===== src/rtl/iomem_bus_ctrl.sv =====
// Purpose: sequences picosoc iomem requests onto one of NSLOTS one-hot peripheral slots.
// Latency: mapped access: s_valid one cycle after accept, m_ready the cycle after slot ready; unmapped: m_ready one cycle after accept.
// Backpressure: waits on the selected slot's s_ready, bounded by TIMEOUT cycles; then completes with ERR_DATA and an error pulse.
module iomem_bus_ctrl #(
  parameter int          NSLOTS   = 8,
  parameter logic [7:0]  BASE_SEL = 8'h03,
  parameter int          TIMEOUT  = 256,
  parameter logic [31:0] ERR_DATA = 32'hDEAD_BEEF
) (
  input  logic                   clk,
  input  logic                   reset,
  input  logic                   m_valid,
  input  logic [3:0]             m_wstrb,
  input  logic [31:0]            m_addr,
  input  logic [31:0]            m_wdata,
  output logic                   m_ready,
  output logic [31:0]            m_rdata,
  output logic [NSLOTS-1:0]      s_valid,
  input  logic [NSLOTS-1:0]      s_ready,
  input  logic [32*NSLOTS-1:0]   s_rdata,
  output logic [31:0]            s_addr,
  output logic [3:0]             s_wstrb,
  output logic [31:0]            s_wdata,
  output logic                   err_irq,
  output logic [31:0]            err_addr
);

  localparam int          IW   = (NSLOTS > 1) ? $clog2(NSLOTS) : 1;
  localparam int          CW   = $clog2(TIMEOUT);
  localparam logic [CW-1:0] TMAX = CW'(TIMEOUT - 1);
  localparam logic [7:0]  NS8  = 8'(NSLOTS);

  typedef enum logic [1:0] {IDLE, ACCESS, RESP} state_t;

  state_t              state, state_d;
  logic [IW-1:0]       idx_q;
  logic [CW-1:0]       cnt;
  logic [7:0]          idx_full;
  logic                mapped;
  logic [NSLOTS-1:0]   onehot;
  logic [31:0]         sel_rdata;
  logic                sel_ready;
  logic                start, hit, tmo;

  // Address decode of the incoming request into a slot index and one-hot valid.
  always_comb begin
    idx_full = m_addr[31:24] - BASE_SEL;
    mapped   = (m_addr[31:24] >= BASE_SEL) && (idx_full < NS8);
    onehot   = '0;
    for (int k = 0; k < NSLOTS; k++) begin
      onehot[k] = (idx_full == 8'(k));
    end
  end

  // Mux the latched slot's ready and read data; other slots are ignored.
  always_comb begin
    sel_rdata = '0;
    sel_ready = 1'b0;
    for (int k = 0; k < NSLOTS; k++) begin
      if (idx_q == IW'(k)) begin
        sel_rdata = s_rdata[32*k +: 32];
        sel_ready = s_ready[k];
      end
    end
  end

  // Next-state logic; a ready on the final timeout cycle takes priority.
  always_comb begin
    state_d = state;
    start   = 1'b0;
    hit     = 1'b0;
    tmo     = 1'b0;
    case (state)
      IDLE: begin
        if (m_valid && !m_ready) begin
          start   = 1'b1;
          state_d = mapped ? ACCESS : RESP;
        end
      end
      ACCESS: begin
        if (sel_ready) begin
          hit     = 1'b1;
          state_d = RESP;
        end else if (cnt == TMAX) begin
          tmo     = 1'b1;
          state_d = RESP;
        end
      end
      RESP:    state_d = IDLE;
      default: state_d = IDLE;
    endcase
  end

  // State register.
  always_ff @(posedge clk or posedge reset) begin
    if (reset) state <= IDLE;
    else       state <= state_d;
  end

  // Request latching, slot handshake, response data and error reporting.
  always_ff @(posedge clk or posedge reset) begin
    if (reset) begin
      s_valid  <= '0;
      m_ready  <= 1'b0;
      err_irq  <= 1'b0;
      m_rdata  <= '0;
      s_addr   <= '0;
      s_wstrb  <= '0;
      s_wdata  <= '0;
      err_addr <= '0;
      cnt      <= '0;
      idx_q    <= '0;
    end else begin
      // RESP always returns to IDLE, so this is high for exactly one cycle.
      m_ready <= (state_d == RESP);
      err_irq <= (start && !mapped) || tmo;

      if (start) begin
        s_addr  <= m_addr;
        s_wstrb <= m_wstrb;
        s_wdata <= m_wdata;
        idx_q   <= idx_full[IW-1:0];
        if (mapped) begin
          s_valid <= onehot;
          cnt     <= '0;
        end else begin
          m_rdata <= ERR_DATA;
        end
      end

      if (hit) begin
        m_rdata <= sel_rdata;
        s_valid <= '0;
      end else if (tmo) begin
        m_rdata <= ERR_DATA;
        s_valid <= '0;
      end else if (state == ACCESS) begin
        cnt <= cnt + 1'b1;
      end

      // err_irq is high exactly during an error RESP cycle.
      if (state == RESP && err_irq) begin
        err_addr <= s_addr;
      end
    end
  end

endmodule

===== config.mk =====
export PLATFORM = sky130hd
export DESIGN_NAME = iomem_bus_ctrl
export DESIGN_NICKNAME = d
export VERILOG_FILES = /design/src/rtl/iomem_bus_ctrl.sv
export SDC_FILE = /design/constraint.sdc
export NUM_CORES = 1
export LEC_CHECK = 0
export BUFFER_PORTS_ARGS = -buffer_cell sky130_fd_sc_hd__buf_4
export CORE_AREA = 4 4 184 186
export CTS_CLUSTER_DIAMETER = 150
export CTS_CLUSTER_SIZE = 16
export DETAILED_ROUTE_END_ITERATION = 10
export DIE_AREA = 0 0 188 190
export GPL_ROUTABILITY_DRIVEN = 0
export GPL_TIMING_DRIVEN = 0
export PLACE_DENSITY = 0.6
export SETUP_SLACK_MARGIN = 0.3
export SYNTH_ARGS = -nofsm -noshare
export SYNTH_HDL_FRONTEND = slang
export SYNTH_SLANG_ARGS = --single-unit

===== constraint.sdc =====
create_clock -name clk -period 7.35 [get_ports clk]
set_clock_uncertainty 0.05 [all_clocks]
set_input_delay 1.47 -clock clk [delete_from_list [all_inputs] [get_ports clk]]
set_output_delay 1.47 -clock clk [all_outputs]
set_load 0.01 [all_outputs]

==> flow_summary.json, run 1 <==
{
  "avgViaCountPerCell": 4.98,
  "wl_per_cell_um": 23.1,
  "cts_buffer_depth": 2,
  "reg2reg_slack_ns": 4.27,
  "cts_hold_buf": 0,
  "syn_nets": 1215,
  "status": "complete, no violations",
  "rsz0062_at_grt": "no",
  "ys_top_cells_by_area": "dfrtp_1 45%, nand2_1 10%, mux2i_1 6.9%",
  "total_power_w": 0.00435,
  "ys_seq_elements": 155,
  "root_buffer": "clkbuf_16",
  "reg2reg_depth": 6,
  "ys.flop_type": "dfrtp_1",
  "postLayoutCellArea_um2": 13300,
  "max-cap-violations": 0,
  "r2r-end": "m_rdata[7]$_DFFE_PP0P_",
  "num_vias": 9090,
  "clk_pin_slew_ns": 0.07,
  "placementRows": 66,
  "r2r_start": "idx_q[0]$_DFFE_PP0P_",
  "setup_viol": 0,
  "async_reset_ff_share_pct": 100,
  "drive_gt1_share_pct": 43.1,
  "yosysSeqAreaShare_pct": 45.4,
  "crit_chain": "buf_4 -> ha_1 -> o211a_1 -> or3_1 -> a41oi_2 -> clkbuf_1 -> o32a_1",
  "synth_top_area_cell": "dfrtp_1",
  "tightest_slew_ns": 1.32,
  "io_pins": 477,
  "synthMostInstantiatedCell": "nand2_1",
  "area_delta_synth_final_pct": 55.6,
  "hold_viol": 0,
  "postCtsSetupBuffers": 0,
  "syn_avg_cell_area_um2": 9.78,
  "core_area_um2": 32300,
  "critical_path_class": "input port to flop",
  "startpoint_type": "input port",
  "slowest_stage": "a41oi_2",
  "cts_tree": "done",
  "p_leak_nw": 6.62,
  "fin_nets": 1711,
  "synthCells": 874,
  "whs_ns": 0.427,
  "netlist.area_leader.share_pct": 45.4,
  "fin_crit_ns": 3.49,
  "whs_path_depth": 2,
  "grt_usage_pct": 22.9,
  "timing.final.ws_setup_ns": 3.86,
  "slew_headroom_pct": 12.3,
  "io_buffers": 476,
  "synth-edff-count": 0,
  "netlist_area_um2": 8540,
  "die_w_um": 188,
  "antenna_left": 0,
  "clkSinkCount": 155,
  "grt_overflow_total": 0,
  "crit_required_ns": 7.66,
  "synthTopCellsByCount": "232 x nand2_1, 155 x dfrtp_1, 59 x mux2i_1",
  "htreeDepth": 4,
  "min-delay-start": "s_wdata[8]$_DFFE_PP0P_",
  "cts_buffers": 17,
  "min_path_type": "flop to flop",
  "fmax_mhz": 287,
  "antenna_found_initial": 3,
  "grt_max_degree": 80,
  "clk_latency_ns": 0.44,
  "ctsResizeCount": 0,
  "place_area_um2": 12700,
  "synth_cell_types": 53,
  "cp_slowest_stage_delay_ns": 0.66,
  "drt_iter0_markers": 625,
  "grt_pass1_vias": 9638,
  "end_kind": "flop",
  "routed_wl_um": 42200,
  "multi_input_area_um2": 4240,
  "start_util_pct": 26.5,
  "nFillCells": 3283,
  "ir_drop_uv": 174,
  "dieArea_um2": 35700,
  "dpl.hpwl_um": 33600,
  "cp.arrival_ns": 3.80,
  "seqCellArea_um2": 3880,
  "pre_cts_ws_ns": 3.31,
  "drt_pass1_iterations": 6,
  "timing.final.crit_share_pct": 47.4,
  "critPathMaxFanout": 10,
  "powerDensity_nw_per_um2": 327,
  "grt_pass1_wl_um": 61600,
  "drcViolationCount": 0,
  "die_y_um": 190,
  "min_to": "s_wdata[8]$_DFFE_PP0P_",
  "yosys_warnings": 0,
  "drv_slew": 0
}
[report_power, final]
| group | switching, W | leakage (nW) | total [W] | internal [W] |
|---|---|---|---|---|
| logic | 0.00117 | 4.49 | 0.00215 | 0.000975 |
| clock network | 0.000426 | 0.280 | 0.000889 | 0.000463 |
| registers | 0.000190 | 1.85 | 0.00131 | 0.00112 |
[placed cells by master, fill, tap and decap left out, types with 16 or more instances in the layout]
cell type and count:
buf_4 480, a21o_1 22, a21oi_1 34, mux2i_1 59
dfrtp_1 155, o32a_1 24, o221ai_1 16, nand2_1 232
nor2_1 30, o21ai_0 17, o22ai_1 21, clkbuf_1 39
inv_1 18, clkbuf_16 17, mux2_2 41
[cell type report]
class | instances | area share, %
Clock buffer | 18 | 3.30
Clock inverter | 14 | 1.12
Inverter | 20 | 0.621
Antenna cell | 1 | 0.0188
Sequential cell | 155 | 29.2
Buffer | 71 | 2.67
Timing Repair Buffer | 477 | 27.1
Multi-Input combinational cell | 628 | 31.9
Tap cell | 442 | 4.16
[per-layer routing]
| layer | up-vias | track usage (%) | share of wire, % | routed length, um |
|---|---|---|---|---|
| met3 | 39 | 7.78 | 9.1 | 3830 |
| met5 | - | 0 | 0.050 | 21 |
| met2 | 465 | 39.8 | 50 | 20900 |
| met1 | 4432 | 27.2 | 39 | 16600 |
| met4 | 4 | 5.70 | 1.9 | 803 |
| li1 | 4150 | - | - | - |
[critical path, delay by kind of cell]
family	cells	cell delay, ns
AOI/OAI and AO/OA	3	1.10
adders and majority gates	1	0.26
buffers and inverters	2	0.60
and+or+nand+nor	1	0.36
[per-stage QoR]
stage | instances | TNS [ns] | utilization, %
after floorplan | 874 | 0 | -
after global routing | 1826 | 0 | 41.2
after global placement | 1792 | -56.55 | 39.2
after detailed placement | 1793 | 0 | 39.4
after CTS | 1825 | 0 | 41.2
final | 1826 | 0 | 41.2
[kinds of logic after synthesis]
family / count (synthesis) / synth area share (%)
muxes: 113 / 15.5
and+or+nand+nor: 312 / 15.3
xor gates and xnor gates: 3 / 0.308
AOI/OAI and AO/OA: 194 / 17.5
adders and majority gates: 6 / 0.879
buffers and inverters: 91 / 5.04
DFF: 155 / 45.4
[how the worst max path moves through the flow]
| stage | endpoint | cells past startpoint | startpoint |
|---|---|---|---|
| 2_1_floorplan | cnt[0]$_DFF_PP0_ | 1 | reset |
| 3_3_place_gp | m_rdata[29]$_DFFE_PP0P_ | 2 | reset |
| 3_5_place_dp | m_rdata[18]$_DFFE_PP0P_ | 7 | m_addr[24] |
| 4_1_cts | m_rdata[18]$_DFFE_PP0P_ | 7 | m_addr[24] |
| 5_1_grt | m_rdata[21]$_DFFE_PP0P_ | 7 | m_addr[24] |
| 6_report | m_rdata[18]$_DFFE_PP0P_ | 7 | m_addr[24] |
[sequential cells by signal, summed over array words and instances (netlist names)]
signal,cells
idx_q,3
state,2
s_wstrb,4
err_addr,32
cnt,8
m_rdata,32
s_wdata,32
s_addr,32
s_valid,8
err_irq,1
m_ready,1
No activity file was read; power rests on OpenSTA's default activity.
==> run 2: changes to the inputs <==
ABC_AREA = 1   (was unset)
CORE_AREA = 4 4 182 184   (was 4 4 184 186)
DIE_AREA = 0 0 186 188   (was 0 0 188 190)
PLACE_DENSITY = 0.62   (was 0.6)
clock period = 3.2 ns   (was 7.35 ns; I/O delays follow)
==> run 2 against run 1 <==
Sequential share of layout area grew 0.21 points. Clock-buffer cell count fell by 1. Cell area decreased by 0.72%. First-iteration DRC count down 13%. Global-route usage fell by 1.7 points. Combinational power rose by 110%. Largest cell class is now non-clock buffers. Largest power group unchanged.
==> flow_summary.json, run 2 <==
{
  "layout.cells.non_filler": 2090,
  "final_cell_mix": "478 x buf_4, 404 x nand2_1, 155 x dfrtp_1",
  "synth_top_area_cell": "dfrtp_1",
  "synthSimpleGateAreaFrac_pct": 37.7,
  "ys.flop_type": "dfrtp_1",
  "clk_pin_slew_ns": 0.07,
  "yosysSeqAreaShare_pct": 46.2,
  "netlist.area_leader.share_pct": 46.2,
  "clkSinkCount": 155,
  "layout_commonest_cell": "buf_4",
  "ctsResizeCount": 0,
  "core_area_um2": 31400,
  "grt_max_degree": 32,
  "pre_cts_ws_ns": 0.277,
  "start_util_pct": 26.7,
  "antenna_found_initial": 0,
  "cp_slowest_stage_delay_ns": 0.49,
  "postCtsSetupBuffers": 0,
  "gr-usage-met2_pct": 36.5,
  "grt_usage_pct": 21.2,
  "synth_top_family_by_area": "simple AND/OR/NAND/NOR gates",
  "crit_chain": "buf_2 -> inv_2 -> buf_2 -> nor3_2 -> clkbuf_1 -> a21oi_1 -> nand4_1 -> o21ai_1 -> nand2_1 -> nand2_1 -> nand2_1",
  "drive_gt1_share_pct": 32.8,
  "critical_path_class": "flop to flop",
  "setup_viol": 0,
  "grt_pass1_vias": 9925,
  "cts_buffer_depth": 2,
  "critPathLaunch": "idx_q[0]$_DFFE_PP0P_",
  "total_power_w": 0.00969,
  "hold_viol": 0,
  "ir_drop_uv": 345,
  "root_buffer": "clkbuf_16",
  "drv_slew": 0,
  "synthXorXnorAreaFrac_pct": 0.626,
  "r2r_start": "idx_q[0]$_DFFE_PP0P_",
  "reg2reg_slack_ns": 0.63,
  "max-cap-violations": 0,
  "synth-compound-area-share_pct": 5.78,
  "status": "complete, no violations",
  "p_leak_nw": 7.06,
  "synthMostInstantiatedCell": "nand2_1",
  "synthTopCellsByCount": "404 x nand2_1, 155 x dfrtp_1, 126 x nand3_1, 126 x nor2_1, 96 x inv_1",
  "grt_pass1_wl_um": 57200,
  "wl_per_cell_um": 18.3,
  "htreeDepth": 4,
  "slowest_stage": "nor3_2",
  "synth.mux.area_fraction_pct": 0.924,
  "num_vias": 9852,
  "min_path_type": "input port to asynchronous set/reset pin",
  "die_y_um": 188,
  "slew_headroom_pct": 30.0,
  "dpl.cell_count": 2058,
  "fin_nets": 2016,
  "grt_overflow_total": 0,
  "avgViaCountPerCell": 4.71,
  "synthAdderAreaFrac_pct": 0.894,
  "grt_use_met3_pct": 4.66,
  "setup_tns_ns": 0,
  "drt_iter0_markers": 543,
  "antennaDiodeCount": 0,
  "fin_crit_ns": 2.57,
  "timing.final.ws_setup_ns": 0.629,
  "syn_nets": 1516,
  "cpMostUsedCell": "nand2_1",
  "placementRows": 65,
  "routed_wl_um": 38300,
  "cts_buffers": 17,
  "drcViolationCount": 0,
  "cts_tree": "done",
  "io_buffers": 476,
  "timing.final.crit_share_pct": 80.4,
  "cts_hold_buf": 0,
  "ys_top_cells_by_area": "dfrtp_1 46%, nand2_1 18%, nand3_1 7.5%",
  "netlist_area_um2": 8390,
  "end_kind": "flop",
  "startpoint_type": "flop",
  "critPathMaxFanout": 10,
  "synthCells": 1175,
  "async_reset_ff_share_pct": 100,
  "yosys_warnings": 0,
  "critPathCapture": "m_rdata[17]$_DFFE_PP0P_",
  "area_delta_synth_final_pct": 57.3,
  "ys_seq_elements": 155,
  "io_pins": 477,
  "synth-edff-count": 0,
  "crit_required_ns": 3.51,
  "syn_avg_cell_area_um2": 7.14,
  "whs_ns": 0.257,
  "dpl.hpwl_um": 31900,
  "die_w_um": 186,
  "cp.arrival_ns": 2.88,
  "antenna_left": 0,
  "clk_latency_ns": 0.41,
  "drt_pass1_iterations": 5,
  "tightest_slew_ns": 1.05,
  "rsz0062_at_grt": "no",
  "reg2reg_depth": 11,
  "fmax_mhz": 389,
  "synth_cell_types": 29,
  "use_met1_pct": 25.6,
  "busiest_layer": "met2",
  "dieArea_um2": 35000,
  "r2r-end": "m_rdata[17]$_DFFE_PP0P_",
  "powerDensity_nw_per_um2": 734
}
run 2: where the power goes:
part	total, W	internal, W	switching [W]
clock network	0.00211	0.00113	0.000973
registers	0.00304	0.00263	0.000412
logic	0.00454	0.00185	0.00269
run 2: cells by family (layout without fill, tap and decap cells):
family,count (synthesis),in the layout
compound gates,95,95
xor+xnor,6,6
fa+ha+maj,6,6
buf+inv,170,683
flops,155,155
mux,7,7
simple gates,736,736
run 2: layout make-up:
| cell class | count | area, um2 |
|---|---|---|
| plain buffers | 66 | 273 |
| clock buffers | 17 | 425 |
| clock inverters | 15 | 195 |
| fillers | 3266 | 18200 |
| inverters | 104 | 394 |
| multi-input cells | 850 | 3850 |
| flip-flops and latches | 155 | 3880 |
| well taps | 402 | 503 |
| repair buffers | 481 | 3680 |
run 2: worst max-delay path: cells and delay by family (launching register included):
kind | cells | cell delay [ns]
AND/OR/NAND/NOR | 5 | 0.84
buffers and inverters | 4 | 0.93
flip-flops | 1 | 0.32
AO/OA/AOI/OAI | 2 | 0.36
run 2: worst min path at each step:
stage | from | endpoint | slack (ns) | cells after the start
final | reset | err_addr[3]$_DFFE_PP0P_ | 0.26 | 2
after detailed placement | s_wdata[13]$_DFFE_PP0P_ | s_wdata[13]$_DFFE_PP0P_ | 0.42 | 2
after global placement | s_wdata[30]$_DFFE_PP0P_ | s_wdata[30]$_DFFE_PP0P_ | 0.41 | 2
after global routing | reset | err_addr[3]$_DFFE_PP0P_ | 0.29 | 2
after CTS | reset | err_addr[3]$_DFFE_PP0P_ | 0.25 | 2
after floorplan | cnt[1]$_DFF_PP0_ | cnt[1]$_DFF_PP0_ | 0.42 | 2
run 2: metal layers:
layer  wire, um  up-vias
li1           -     4779
met1      15200     4578
met2      19000      421
met3       2640       74
met4       1440        0
met5          0        -
run 2: per-stage QoR:
step / util, % / area [um2]
2_1_floorplan: - / 8400
4_1_cts: 42.1 / 13200
3_5_place_dp: 40.1 / 12600
5_1_grt: 42.1 / 13200
6_report: 42.1 / 13200
3_3_place_gp: 39.7 / 12500
==> run 3: changes to the inputs <==
PLACE_DENSITY = 0.6   (was 0.62)
clock period = 2.66 ns   (was 3.2 ns; I/O delays follow)
==> run 3 against run 2 <==
Final cell count is the same. Sequential cell count is the same. Maximum frequency grew 14%. Critical path type unchanged.
==> flow_summary.json, run 3 (synthesized netlist as in run 2, its figures left out) <==
{
  "reg2reg_depth": 11,
  "swShare_pct": 42.1,
  "slew_headroom_pct": 50.8,
  "max-cap-violations": 0,
  "end_kind": "flop",
  "reg2reg_slack_ns": 0.40,
  "die_y_um": 188,
  "cts_buffer_depth": 2,
  "antennaDiodeCount": 0,
  "critPathMaxFanout": 10,
  "layout_commonest_cell": "buf_4",
  "multi_input_area_um2": 3930,
  "cp.arrival_ns": 2.58,
  "fmax_mhz": 442,
  "whs_ns": 0.0943,
  "setup_tns_ns": 0,
  "r2r_start": "idx_q[1]$_DFFE_PP0P_",
  "nFillCells": 3274,
  "pwr-share-seq_pct": 31.1,
  "timing.final.crit_share_pct": 85.1,
  "crit_required_ns": 2.97,
  "start_util_pct": 26.7,
  "drt_iter0_markers": 617,
  "dpl.hpwl_um": 31600,
  "area_delta_synth_final_pct": 58.4,
  "ir_drop_uv": 476,
  "tightest_slew_ns": 0.738,
  "startpoint_type": "flop",
  "drt_pass1_iterations": 5,
  "grt_max_degree": 41,
  "final_cell_mix": "481 x buf_4, 402 x nand2_1, 154 x dfrtp_1",
  "combinationalPowerShare_pct": 47.5,
  "fin_nets": 2016,
  "hold_viol": 0,
  "critical_path_class": "flop to flop",
  "antenna_found_initial": 0,
  "status": "complete, no violations",
  "grt_overflow_total": 0,
  "drive_gt1_share_pct": 34.2,
  "drcViolationCount": 0,
  "avgViaCountPerCell": 4.71,
  "grt_usage_pct": 21.1,
  "cts_tree": "done",
  "htreeDepth": 4,
  "die_w_um": 186,
  "dieArea_um2": 35000,
  "seqCellArea_um2": 3880,
  "io_pins": 477,
  "drv_slew": 0,
  "p_leak_nw": 7.11,
  "root_buffer": "clkbuf_16",
  "clkSinkCount": 155,
  "p_int_w": 0.00682,
  "r2r-end": "m_rdata[23]$_DFFE_PP0P_",
  "setup_viol": 0,
  "wl_per_cell_um": 18.3,
  "rsz0062_at_grt": "yes",
  "clk_pin_slew_ns": 0.08,
  "placementRows": 65,
  "powerDensity_nw_per_um2": 885,
  "grt_pass1_vias": 9777,
  "clk_latency_ns": 0.42,
  "routed_wl_um": 38200,
  "min_path_type": "input port to asynchronous set/reset pin",
  "clkPwrFrac_pct": 21.5,
  "core_area_um2": 31400,
  "antenna_left": 0,
  "num_vias": 9838,
  "io_buffers": 476,
  "fin_crit_ns": 2.26,
  "power.switching_w": 0.00495,
  "cts_buffers": 17,
  "grt_pass1_wl_um": 56600
}
run 3: cell types whose count changed in the layout (fill, tap and decap cells not counted), moves of 3 or more:
cell      previous run  this run
nand3_1            126       122
buf_4              478       481
nand3_2              1         4
clkbuf_1            47        34
clkbuf_2             0        11
nor3_4               0         3
clkbuf_4             0         6
buf_2               14         7
run 3: per-stage QoR:
step                      instance area, um2  total power, W  util (%)  cells  setup slack (ns)
after global routing                   13300          0.0126      42.4   2090             0.265
after global placement                 12500         0.00913      39.7   2053            -0.987
after detailed placement               12600         0.00920      40.0   2057           -0.0669
final                                  13300          0.0118      42.4   2090             0.397
after floorplan                         8400         0.00629         -   1175             0.119
after CTS                              13200          0.0118      42.1   2089             0.301
run 3: metal layers:
layer	part of all wire [%]	global-route usage, %	vias up
li1	-	-	4786
met1	39	25.3	4607
met2	51	37.3	400
met3	7.4	4.81	45
met4	2.6	6.25	0
met5	0	0	-
run 3: repair_timing:
item	CTS	global route
hold buffers	0	0
pin swaps	0	0
resized for setup	14	35
endpoints found under the setup margin	32	35
buffers inserted	0	1
run 3: how the worst max path moves through the flow:
stage	cells after the start	startpoint	slack (ns)	to
floorplan	1	reset	0.12	cnt[0]$_DFF_PP0_
global placement	2	reset	-0.99	s_wdata[28]$_DFFE_PP0P_
detailed placement	12	m_addr[24]	-0.07	m_rdata[23]$_DFFE_PP0P_
CTS	11	idx_q[0]$_DFFE_PP0P_	0.30	m_rdata[23]$_DFFE_PP0P_
global route	11	idx_q[2]$_DFFE_PP0P_	0.27	m_rdata[25]$_DFFE_PP0P_
finish	11	idx_q[1]$_DFFE_PP0P_	0.40	m_rdata[23]$_DFFE_PP0P_
run 3: final cells by class:
type / count / share of cell area (%)
multi-input cells: 850 / 29.6
flip-flops and latches: 155 / 29.2
repair buffers: 481 / 27.5
well taps: 402 / 3.78
clock buffers: 17 / 3.20
inverters: 104 / 2.96
plain buffers: 66 / 2.31
clock inverters: 15 / 1.48
run 3: worst max-delay path, stage by stage (launching register included):
cell and delay [ns]:
dfrtp_1 0.32, buf_2 0.24, clkbuf_4 0.29, nand3_2 0.27, buf_4 0.29, nor2_1 0.31, nor2_1 0.09, nand4_1 0.08
nor2_1 0.05, nand3_1 0.06, nand2_1 0.07, nand2_1 0.07
run 3: power groups by stage:
stage                     Combinational [W]  Clock [W]  Sequential [W]
final                               0.00559    0.00253         0.00366
after global routing                0.00614    0.00271         0.00377
after CTS                           0.00556    0.00260         0.00366
after detailed placement            0.00552          0         0.00369
after global placement              0.00546          0         0.00366
after floorplan                     0.00230          0         0.00399
